## config.mk

```make
export PLATFORM = sky130hd
export DESIGN_NAME = seq_n
export DESIGN_NICKNAME = d
export VERILOG_FILES = /design/src/rtl/seq_n_pkg.sv /design/src/rtl/seq_n_stack.sv /design/src/rtl/seq_n.sv
export SDC_FILE = /design/constraint.sdc
export NUM_CORES = 1
export LEC_CHECK = 0
export CAP_MARGIN = 20
export CORE_ASPECT_RATIO = 1.4
export CORE_MARGIN = 5
export CORE_UTILIZATION = 59
export CTS_CLUSTER_DIAMETER = 50
export DETAILED_ROUTE_END_ITERATION = 12
export PLACE_DENSITY = 0.86
export SYNTH_ARGS = -nofsm -noshare
export SYNTH_HDL_FRONTEND = slang
export SYNTH_SLANG_ARGS = --single-unit
```

## constraint.sdc

```tcl
create_clock -name clock -period 9.1 [get_ports clock]
set_clock_uncertainty 0.05 [all_clocks]
set_input_delay 1.82 -clock clock [delete_from_list [all_inputs] [get_ports clock]]
set_output_delay 1.82 -clock clock [all_outputs]
set_load 0.02 [all_outputs]
```

## src/rtl/seq_n_pkg.sv

```systemverilog
// seq_n_pkg: opcode constants, FSM states and instruction field layout shared
// by the seq_n sequencer and its call stack.
package seq_n_pkg;

   localparam int OPC_W = 4;
   localparam int FA_W  = 8;
   localparam int IDX_W = 5;
   localparam int BIT_W = 3;

   typedef enum logic [3:0] {
      OP_NOP   = 4'h0,
      OP_OUT   = 4'h1,
      OP_JMP   = 4'h2,
      OP_WAITS = 4'h3,
      OP_WAITC = 4'h4,
      OP_JBS   = 4'h5,
      OP_CALL  = 4'h6,
      OP_RET   = 4'h7,
      OP_LDC   = 4'h8,
      OP_DJNZ  = 4'h9,
      OP_DELAY = 4'hA,
      OP_HALT  = 4'hF
   } opcode_e;

   typedef enum logic [1:0] {
      ST_RUN  = 2'd0,
      ST_DLY  = 2'd1,
      ST_HALT = 2'd2,
      ST_ERR  = 2'd3
   } state_e;

   // field_a = {idx[4:0], bit[2:0]}
   function automatic logic [IDX_W-1:0] fa_idx(input logic [FA_W-1:0] fa);
      return fa[FA_W-1 -: IDX_W];
   endfunction

   function automatic logic [BIT_W-1:0] fa_bit(input logic [FA_W-1:0] fa);
      return fa[BIT_W-1:0];
   endfunction

endpackage

```

## src/rtl/seq_n_stack.sv

```systemverilog
// seq_n_stack: DEPTH x WIDTH LIFO holding return addresses; pushes when full
// and pops when empty are ignored (the sequencer treats them as faults).
module seq_n_stack
   import seq_n_pkg::*;
#(
   parameter int DEPTH = 4,
   parameter int WIDTH = 8
) (
   input  logic             clock,
   input  logic             reset,
   input  logic             i_push,
   input  logic             i_pop,
   input  logic [WIDTH-1:0] i_data,
   output logic [WIDTH-1:0] o_top,
   output logic             o_full,
   output logic             o_empty
);

   localparam int CNT_W = $clog2(DEPTH + 1);

   logic [WIDTH-1:0] r_mem [DEPTH];
   logic [CNT_W-1:0] r_cnt;
   logic             w_do_push;
   logic             w_do_pop;

   assign o_full    = (r_cnt == CNT_W'(DEPTH));
   assign o_empty   = (r_cnt == '0);
   assign w_do_push = i_push && !o_full;
   assign w_do_pop  = i_pop && !o_empty;

   // Top-of-stack read as an AND-OR mux over the occupied entry.
   always_comb begin
      o_top = '0;
      for (int i = 0; i < DEPTH; i++) begin
         o_top = o_top | ({WIDTH{r_cnt == CNT_W'(i + 1)}} & r_mem[i]);
      end
   end

   // Entry storage and occupancy count.
   always_ff @(posedge clock or posedge reset) begin
      if (reset) begin
         r_cnt <= '0;
         for (int i = 0; i < DEPTH; i++) begin
            r_mem[i] <= '0;
         end
      end else begin
         for (int i = 0; i < DEPTH; i++) begin
            if (w_do_push && (r_cnt == CNT_W'(i))) begin
               r_mem[i] <= i_data;
            end
         end
         if (w_do_push) begin
            r_cnt <= r_cnt + CNT_W'(1'b1);
         end else if (w_do_pop) begin
            r_cnt <= r_cnt - CNT_W'(1'b1);
         end
      end
   end

endmodule

```

## src/rtl/seq_n.sv

```systemverilog
// seq_n: ROM-driven sequencer with call stack, loop counter, timed delay and
// halt/fault states. Optional stall watchdog is enabled by SEQ_N_WATCHDOG_EN.
module seq_n
   import seq_n_pkg::*;
#(
   parameter int ADDR_WIDTH  = 8,
   parameter int DATA_WIDTH  = 12,
   parameter int NUM_IREGS   = 4,
   parameter int IREG_WIDTH  = 8,
   parameter int NUM_OREGS   = 8,
   parameter int STACK_DEPTH = 4
`ifdef SEQ_N_WATCHDOG_EN
   ,
   parameter int WATCHDOG_CYCLES = 1024
`endif
) (
   input  logic                              clock,
   input  logic                              reset,
   input  logic [OPC_W+FA_W+DATA_WIDTH-1:0]  inst,
   input  logic                              inst_en,
   input  logic [NUM_IREGS*IREG_WIDTH-1:0]   ireg,
   output logic [ADDR_WIDTH-1:0]             next,
   output logic [DATA_WIDTH-1:0]             oreg,
   output logic [NUM_OREGS-1:0]              oreg_wen,
   output logic                              halted,
   output logic                              error
);

   localparam int INST_W = OPC_W + FA_W + DATA_WIDTH;

   state_e                  r_state;
   state_e                  w_state_n;
   logic [ADDR_WIDTH-1:0]   r_next;
   logic [ADDR_WIDTH-1:0]   w_next_n;
   logic [DATA_WIDTH-1:0]   r_oreg;
   logic [DATA_WIDTH-1:0]   w_oreg_n;
   logic [NUM_OREGS-1:0]    r_wen;
   logic [NUM_OREGS-1:0]    w_wen_n;
   logic [DATA_WIDTH-1:0]   r_cnt;
   logic [DATA_WIDTH-1:0]   w_cnt_n;
   logic [DATA_WIDTH-1:0]   r_dly;
   logic [DATA_WIDTH-1:0]   w_dly_n;
   logic                    r_halted;
   logic                    w_halted_n;
   logic                    r_error;
   logic                    w_error_n;

   logic [OPC_W-1:0]        w_opc;
   logic [FA_W-1:0]         w_fa;
   logic [DATA_WIDTH-1:0]   w_fb;
   logic [IDX_W-1:0]        w_idx;
   logic [BIT_W-1:0]        w_bit;
   logic                    w_bit_bad;
   logic                    w_chan_bad;
   logic                    w_bit_val;
   logic                    w_wait_go;
   logic                    w_fault;
   logic [NUM_IREGS*IREG_WIDTH-1:0] w_ireg_sh;
   logic [NUM_OREGS-1:0]    w_wen_hot;
   logic [ADDR_WIDTH-1:0]   w_inc;
   logic [ADDR_WIDTH-1:0]   w_target;
   logic                    w_push;
   logic                    w_pop;
   logic [ADDR_WIDTH-1:0]   w_top;
   logic                    w_full;
   logic                    w_empty;

   assign w_opc      = inst[INST_W-1 -: OPC_W];
   assign w_fa       = inst[DATA_WIDTH +: FA_W];
   assign w_fb       = inst[DATA_WIDTH-1:0];
   assign w_idx      = fa_idx(w_fa);
   assign w_bit      = fa_bit(w_fa);
   assign w_bit_bad  = (int'(w_idx) >= NUM_IREGS) || (int'(w_bit) >= IREG_WIDTH);
   assign w_chan_bad = (int'(w_fa) >= NUM_OREGS);
   // Out-of-range selects read a neighbouring bit, but those are faults anyway.
   assign w_ireg_sh  = ireg >> (int'(w_idx) * IREG_WIDTH + int'(w_bit));
   assign w_bit_val  = w_ireg_sh[0];
   assign w_wait_go  = (w_opc == OP_WAITS) ? w_bit_val : ~w_bit_val;
   assign w_wen_hot  = NUM_OREGS'(1'b1) << w_fa;
   assign w_inc      = r_next + ADDR_WIDTH'(1'b1);
   assign w_target   = w_fb[ADDR_WIDTH-1:0];

`ifdef SEQ_N_WATCHDOG_EN
   localparam int WD_W = $clog2(WATCHDOG_CYCLES + 1);
   logic [WD_W-1:0] r_wd;
   logic [WD_W-1:0] w_wd_n;
   logic            w_wd_trip;
   assign w_wd_trip = (r_wd == WD_W'(WATCHDOG_CYCLES - 1));
`endif

   seq_n_stack #(
      .DEPTH (STACK_DEPTH),
      .WIDTH (ADDR_WIDTH)
   ) u_stack (
      .clock   (clock),
      .reset   (reset),
      .i_push  (w_push),
      .i_pop   (w_pop),
      .i_data  (w_inc),
      .o_top   (w_top),
      .o_full  (w_full),
      .o_empty (w_empty)
   );

   // Fault detection for the instruction currently presented in RUN.
   always_comb begin
      w_fault = 1'b0;
      case (opcode_e'(w_opc))
         OP_NOP, OP_JMP, OP_LDC, OP_DJNZ, OP_DELAY, OP_HALT: w_fault = 1'b0;
         OP_OUT:             w_fault = w_chan_bad;
`ifdef SEQ_N_WATCHDOG_EN
         OP_WAITS, OP_WAITC: w_fault = w_bit_bad || (!w_wait_go && w_wd_trip);
`else
         OP_WAITS, OP_WAITC: w_fault = w_bit_bad;
`endif
         OP_JBS:             w_fault = w_bit_bad;
         OP_CALL:            w_fault = w_full;
         OP_RET:             w_fault = w_empty;
         default:            w_fault = 1'b1;
      endcase
   end

   // Next-state and execute logic; a faulting instruction leaves no side effects.
   always_comb begin
      w_state_n  = r_state;
      w_next_n   = r_next;
      w_oreg_n   = r_oreg;
      w_wen_n    = '0;
      w_cnt_n    = r_cnt;
      w_dly_n    = r_dly;
      w_halted_n = r_halted;
      w_error_n  = r_error;
      w_push     = 1'b0;
      w_pop      = 1'b0;
`ifdef SEQ_N_WATCHDOG_EN
      w_wd_n     = r_wd;
`endif
      if (inst_en) begin
         case (r_state)
            ST_RUN: begin
               if (w_fault) begin
                  w_state_n = ST_ERR;
                  w_error_n = 1'b1;
               end else begin
`ifdef SEQ_N_WATCHDOG_EN
                  w_wd_n = '0;
`endif
                  case (opcode_e'(w_opc))
                     OP_NOP: w_next_n = w_inc;
                     OP_OUT: begin
                        w_oreg_n = w_fb;
                        w_wen_n  = w_wen_hot;
                        w_next_n = w_inc;
                     end
                     OP_JMP: w_next_n = w_target;
                     OP_WAITS, OP_WAITC: begin
                        if (w_wait_go) begin
                           w_next_n = w_inc;
                        end else begin
                           w_next_n = r_next;
`ifdef SEQ_N_WATCHDOG_EN
                           w_wd_n   = r_wd + WD_W'(1'b1);
`endif
                        end
                     end
                     OP_JBS: w_next_n = w_bit_val ? w_target : w_inc;
                     OP_CALL: begin
                        w_push   = 1'b1;
                        w_next_n = w_target;
                     end
                     OP_RET: begin
                        w_pop    = 1'b1;
                        w_next_n = w_top;
                     end
                     OP_LDC: begin
                        w_cnt_n  = w_fb;
                        w_next_n = w_inc;
                     end
                     OP_DJNZ: begin
                        if (r_cnt != '0) begin
                           w_cnt_n  = r_cnt - DATA_WIDTH'(1'b1);
                           w_next_n = w_target;
                        end else begin
                           w_next_n = w_inc;
                        end
                     end
                     // The DELAY edge itself is the first occupied cycle.
                     OP_DELAY: begin
                        if (w_fb == '0) begin
                           w_next_n = w_inc;
                        end else begin
                           w_dly_n   = w_fb - DATA_WIDTH'(1'b1);
                           w_state_n = ST_DLY;
                        end
                     end
                     OP_HALT: begin
                        w_state_n  = ST_HALT;
                        w_halted_n = 1'b1;
                     end
                     default: begin
                        w_state_n = ST_ERR;
                        w_error_n = 1'b1;
                     end
                  endcase
               end
            end
            ST_DLY: begin
               if (r_dly == '0) begin
                  w_next_n  = w_inc;
                  w_state_n = ST_RUN;
               end else begin
                  w_dly_n = r_dly - DATA_WIDTH'(1'b1);
               end
            end
            ST_HALT, ST_ERR: w_wen_n = '0;
            default: begin
               w_state_n = ST_ERR;
               w_error_n = 1'b1;
            end
         endcase
      end else begin
         w_wen_n = '0;
      end
   end

   // Architectural state and registered outputs.
   always_ff @(posedge clock or posedge reset) begin
      if (reset) begin
         r_state  <= ST_RUN;
         r_next   <= '0;
         r_oreg   <= '0;
         r_wen    <= '0;
         r_cnt    <= '0;
         r_dly    <= '0;
         r_halted <= 1'b0;
         r_error  <= 1'b0;
`ifdef SEQ_N_WATCHDOG_EN
         r_wd     <= '0;
`endif
      end else begin
         r_state  <= w_state_n;
         r_next   <= w_next_n;
         r_oreg   <= w_oreg_n;
         r_wen    <= w_wen_n;
         r_cnt    <= w_cnt_n;
         r_dly    <= w_dly_n;
         r_halted <= w_halted_n;
         r_error  <= w_error_n;
`ifdef SEQ_N_WATCHDOG_EN
         r_wd     <= w_wd_n;
`endif
      end
   end

   assign next     = r_next;
   assign oreg     = r_oreg;
   assign oreg_wen = r_wen;
   assign halted   = r_halted;
   assign error    = r_error;

endmodule
```

==> metrics.md <==
| Metric | Value |
|---|---|
| Hold-fix buffers at CTS | 0 |
| Worst Reg-to-Reg Cells | 8 |
| Worst Tran Pin Value | 0.949 ns |
| Placed Area | 6380 µm² |
| Routed Antenna Nets | 0 |
| Total grt overflow | 0 |
| Final Cell Area | 6720 µm² |
| Worst Setup Start Kind | input pin |
| Row cnt | 41 |
| DR DRC count | 0 |
| P&R area growth vs syn | 22.0% |
| Hpwl dp | 11.3 mm |
| R2R setup slack | 5.95 ns |
| Pins over their slew limit | 0 |
| Root Buffer | clkbuf_16 |
| TritonCTS Buffers | 9 |
| Flop pwr share | 41.0% |
| Max transition margin | 36.8% |
| Io pins | 89 |
| Clk sinks | 91 |
| Clock buffer depth | 2 |
| Core area | 9080 µm² |
| Crit Path Max Fanout | 15 |
| Input/output buffers | 88 |
| Post-synth EDFFs | 0 |
| Peak Freq | 206 MHz |
| Layout Cells excl Fill | 787 |
| Post-cts resize count | 0 |
| Initial antenna violation count | 0 |
| Starting Density | 60.7% |
| CP Capture Type | flip-flop |
| Initial DRC Count | 414 |
| Die height | 124 µm |
| Synth Warn # | 0 |
| Die width | 91.7 µm |
| Worst R2R End | r_dly[10] |
| Hold Crit Depth | 2 |
| CP Class | in -> reg |
| Die ar. | 11400 µm² |
| Final hold violation count | 0 |
| First-pass GRT wire length | 25.5 mm |
| CTS tree | done |
| Main synth FF type | dfrtp_1 |
| WL final | 15.5 mm |
| Post-CTS repair timing setup buffer count | 0 |
| Final net count | 743 |
| Psw | 0.000587 W |
| Routed len/inst | 19.7 µm |
| Max-capacitance violation count | 0 |
| Mapped Cells | 609 |
| Combinational power share | 34.2% |
| Mean post-synth cell area | 9.05 µm² |
| Yosys cell types | 70 |
| Syn_nets | 677 |
| Status | finished clean |
| Via count | 5061 |
| First-pass iteration count of the detailed router | 6 |
| Inserted Diodes | 0 |
| Final setup viols | 0 |
| Number of global-route vias before repair | 5160 |
| Clock Latency Late Sink | 0.35 ns |
| Register area share after synthesis | 41.3% |
| CTS clk-pin slew, worst paths | 0.06 ns |
| Ys async rst share | 100% |
| Period utilization | 53.4% |
| VDD IR-drop max | 0.000146 V |
| H-tree level count | 3 |
| RR Startpoint | r_state[1] |
| Largest net degree at the start of global routing | 92 |
| Fin util | 74.0% |
| Static leakage | 2.81 nW |
| HP Start | u_stack.r_mem[5] |
| Pwr/cell area | 231 nW/µm² |
| Switching portion of total power | 37.9% |
| Yosys reg bits | 91 |
| Tot GR Track Use | 27.8% |
| Hold endpoint | u_stack.r_mem[5] |
| Hold Path Class | reg -> reg |
| Via-to-Cell Ratio | 6.43 |
| Routability cong. | 0.884 |
| Setup_tns | 0 ns |
| Worst EP required | 9.32 ns |
| Post-Syn Area | 5510 µm² |
| Arrival time worst endpoint | 5.08 ns |
| Share of post-route cells with drive strength above 1 | 9.56% |
| Fin crit period | 4.86 ns |
| Pint | 0.000963 W |
| Power share of the clock group | 24.8% |
| Number of instances in the placed design | 770 |
| Design Power | 0.00155 W |
| RSZ-0062 raised after global routing | no |
area by class of cell:
class / instances / area, µm²
multi-input combinational: 464 / 3010
fill: 626 / 2360
sequential: 91 / 2280
timing repair buffer: 91 / 923
clock buffer: 9 / 225
tap: 107 / 134
clock inverter: 7 / 82.6
inverter: 18 / 68.8
cell usage in the layout, fill, tap and decap left out, types with 8 or more instances in the layout:
cell type,n
nand2_1,48
nand3_1,11
mux4_2,9
o21a_1,8
mux2_2,12
nor2_1,86
nor3_1,24
nand2b_1,13
o21ai_0,37
mux2i_1,12
a22oi_1,9
inv_1,17
clkbuf_16,9
dfrtp_1,91
clkdlybuf4s50_1,88
a21oi_1,56
ha_1,9
cells in the mapped netlist (all sizes together) (2+ instances only):
library cell | n | area share (%)
a221oi | 6 | 0.95
ha | 9 | 2.0
mux2i | 12 | 2.2
nor4b | 2 | 0.55
o31ai | 4 | 0.79
xor2 | 5 | 0.79
nand2 | 48 | 3.3
inv | 18 | 1.2
nor3 | 24 | 2.2
or4 | 3 | 0.41
o21a | 8 | 1.1
and3 | 4 | 0.45
mux4 | 9 | 3.7
nor2b | 2 | 0.23
a41o | 2 | 0.36
nand4 | 7 | 0.79
xnor2 | 5 | 0.79
o31a | 2 | 0.34
o32ai | 2 | 0.32
o221ai | 3 | 0.48
a21boi | 7 | 0.95
a32oi | 2 | 0.32
nand3b | 2 | 0.27
o22ai | 7 | 0.91
a21oi | 57 | 5.2
o211ai | 2 | 0.27
nand3 | 11 | 1.0
and2 | 3 | 0.34
o21ai | 38 | 3.5
o21bai | 4 | 0.55
dfrtp | 91 | 41
or2 | 5 | 0.61
a22oi | 9 | 1.2
a2bb2oi | 2 | 0.32
nor2 | 86 | 5.9
clkbuf | 27 | 1.8
nor4 | 7 | 0.79
nor3b | 7 | 1.1
mux2 | 18 | 4.1
nand2b | 14 | 1.7
a31oi | 6 | 0.68
or3 | 5 | 0.57
buf | 9 | 1.0
worst max path at each step:
stage | slack, ns | endpoint | cells past startpoint | startpoint
CTS | 4.22 | next[0] | 8 | inst[12]
detailed placement | 3.87 | next[0] | 8 | inst[12]
global placement | 3.98 | next[0] | 8 | inst[12]
finish | 4.24 | next[0] | 8 | inst[12]
floorplan | 4.87 | error | 1 | reset
global route | 4.00 | next[4] | 8 | inst[12]
metrics by stage:
| stage | hold slack [ns] | worst slack [ns] |
|---|---|---|
| 2_1_floorplan | 0.399 | 4.87 |
| 3_3_place_gp | 0.412 | 3.98 |
| 3_5_place_dp | 0.423 | 3.87 |
| 4_1_cts | 0.437 | 4.22 |
| 5_1_grt | 0.461 | 4.00 |
| 6_report | 0.434 | 4.24 |
cells by family after synthesis:
family,share of synthesized area (%)
adder cells (fa/ha/maj),2.04
AND/OR/NAND/NOR,21.1
flip-flops,41.3
AO/OA/AOI/OAI,20.0
multiplexers,9.95
buffers and inverters,4.07
XOR/XNOR,1.59
state kept, by name (all words and copies together) (netlist names):
signal / count
error: 1
next: 8
u_stack.r_mem: 32
oreg: 12
r_cnt: 12
r_state: 2
u_stack.r_cnt: 3
r_dly: 12
halted: 1
oreg_wen: 8
power by group through the flow:
stage	clock network, W	logic [W]	registers [W]
after floorplan	0	0.000318	0.000633
after global placement	0	0.000498	0.000625
after detailed placement	0	0.000521	0.000634
after CTS	0.000389	0.000525	0.000627
after global routing	0.000408	0.000581	0.000650
final	0.000385	0.000529	0.000635
worst max-delay path, cell delays in order:
cell and delay (ns):
clkdlybuf4s50_1 0.98, mux4_2 0.59, mux4_2 0.49, nand2b_4 0.17, and4_1 0.21, o31ai_4 0.43
o31a_1 0.22, a2bb2oi_1 0.15
layer usage:
| layer | vias up | wire length [µm] | part of all wire, % | track usage [%] |
|---|---|---|---|---|
| met3 | 69 | 864 | 5.6 | 4.17 |
| met1 | 2433 | 5840 | 38 | 33.1 |
| met5 | - | 0 | 0 | 0 |
| met4 | 0 | 656 | 4.2 | 12.4 |
| met2 | 211 | 8180 | 53 | 48.9 |
| li1 | 2348 | - | - | - |
(Power assumes the default switching activity.)
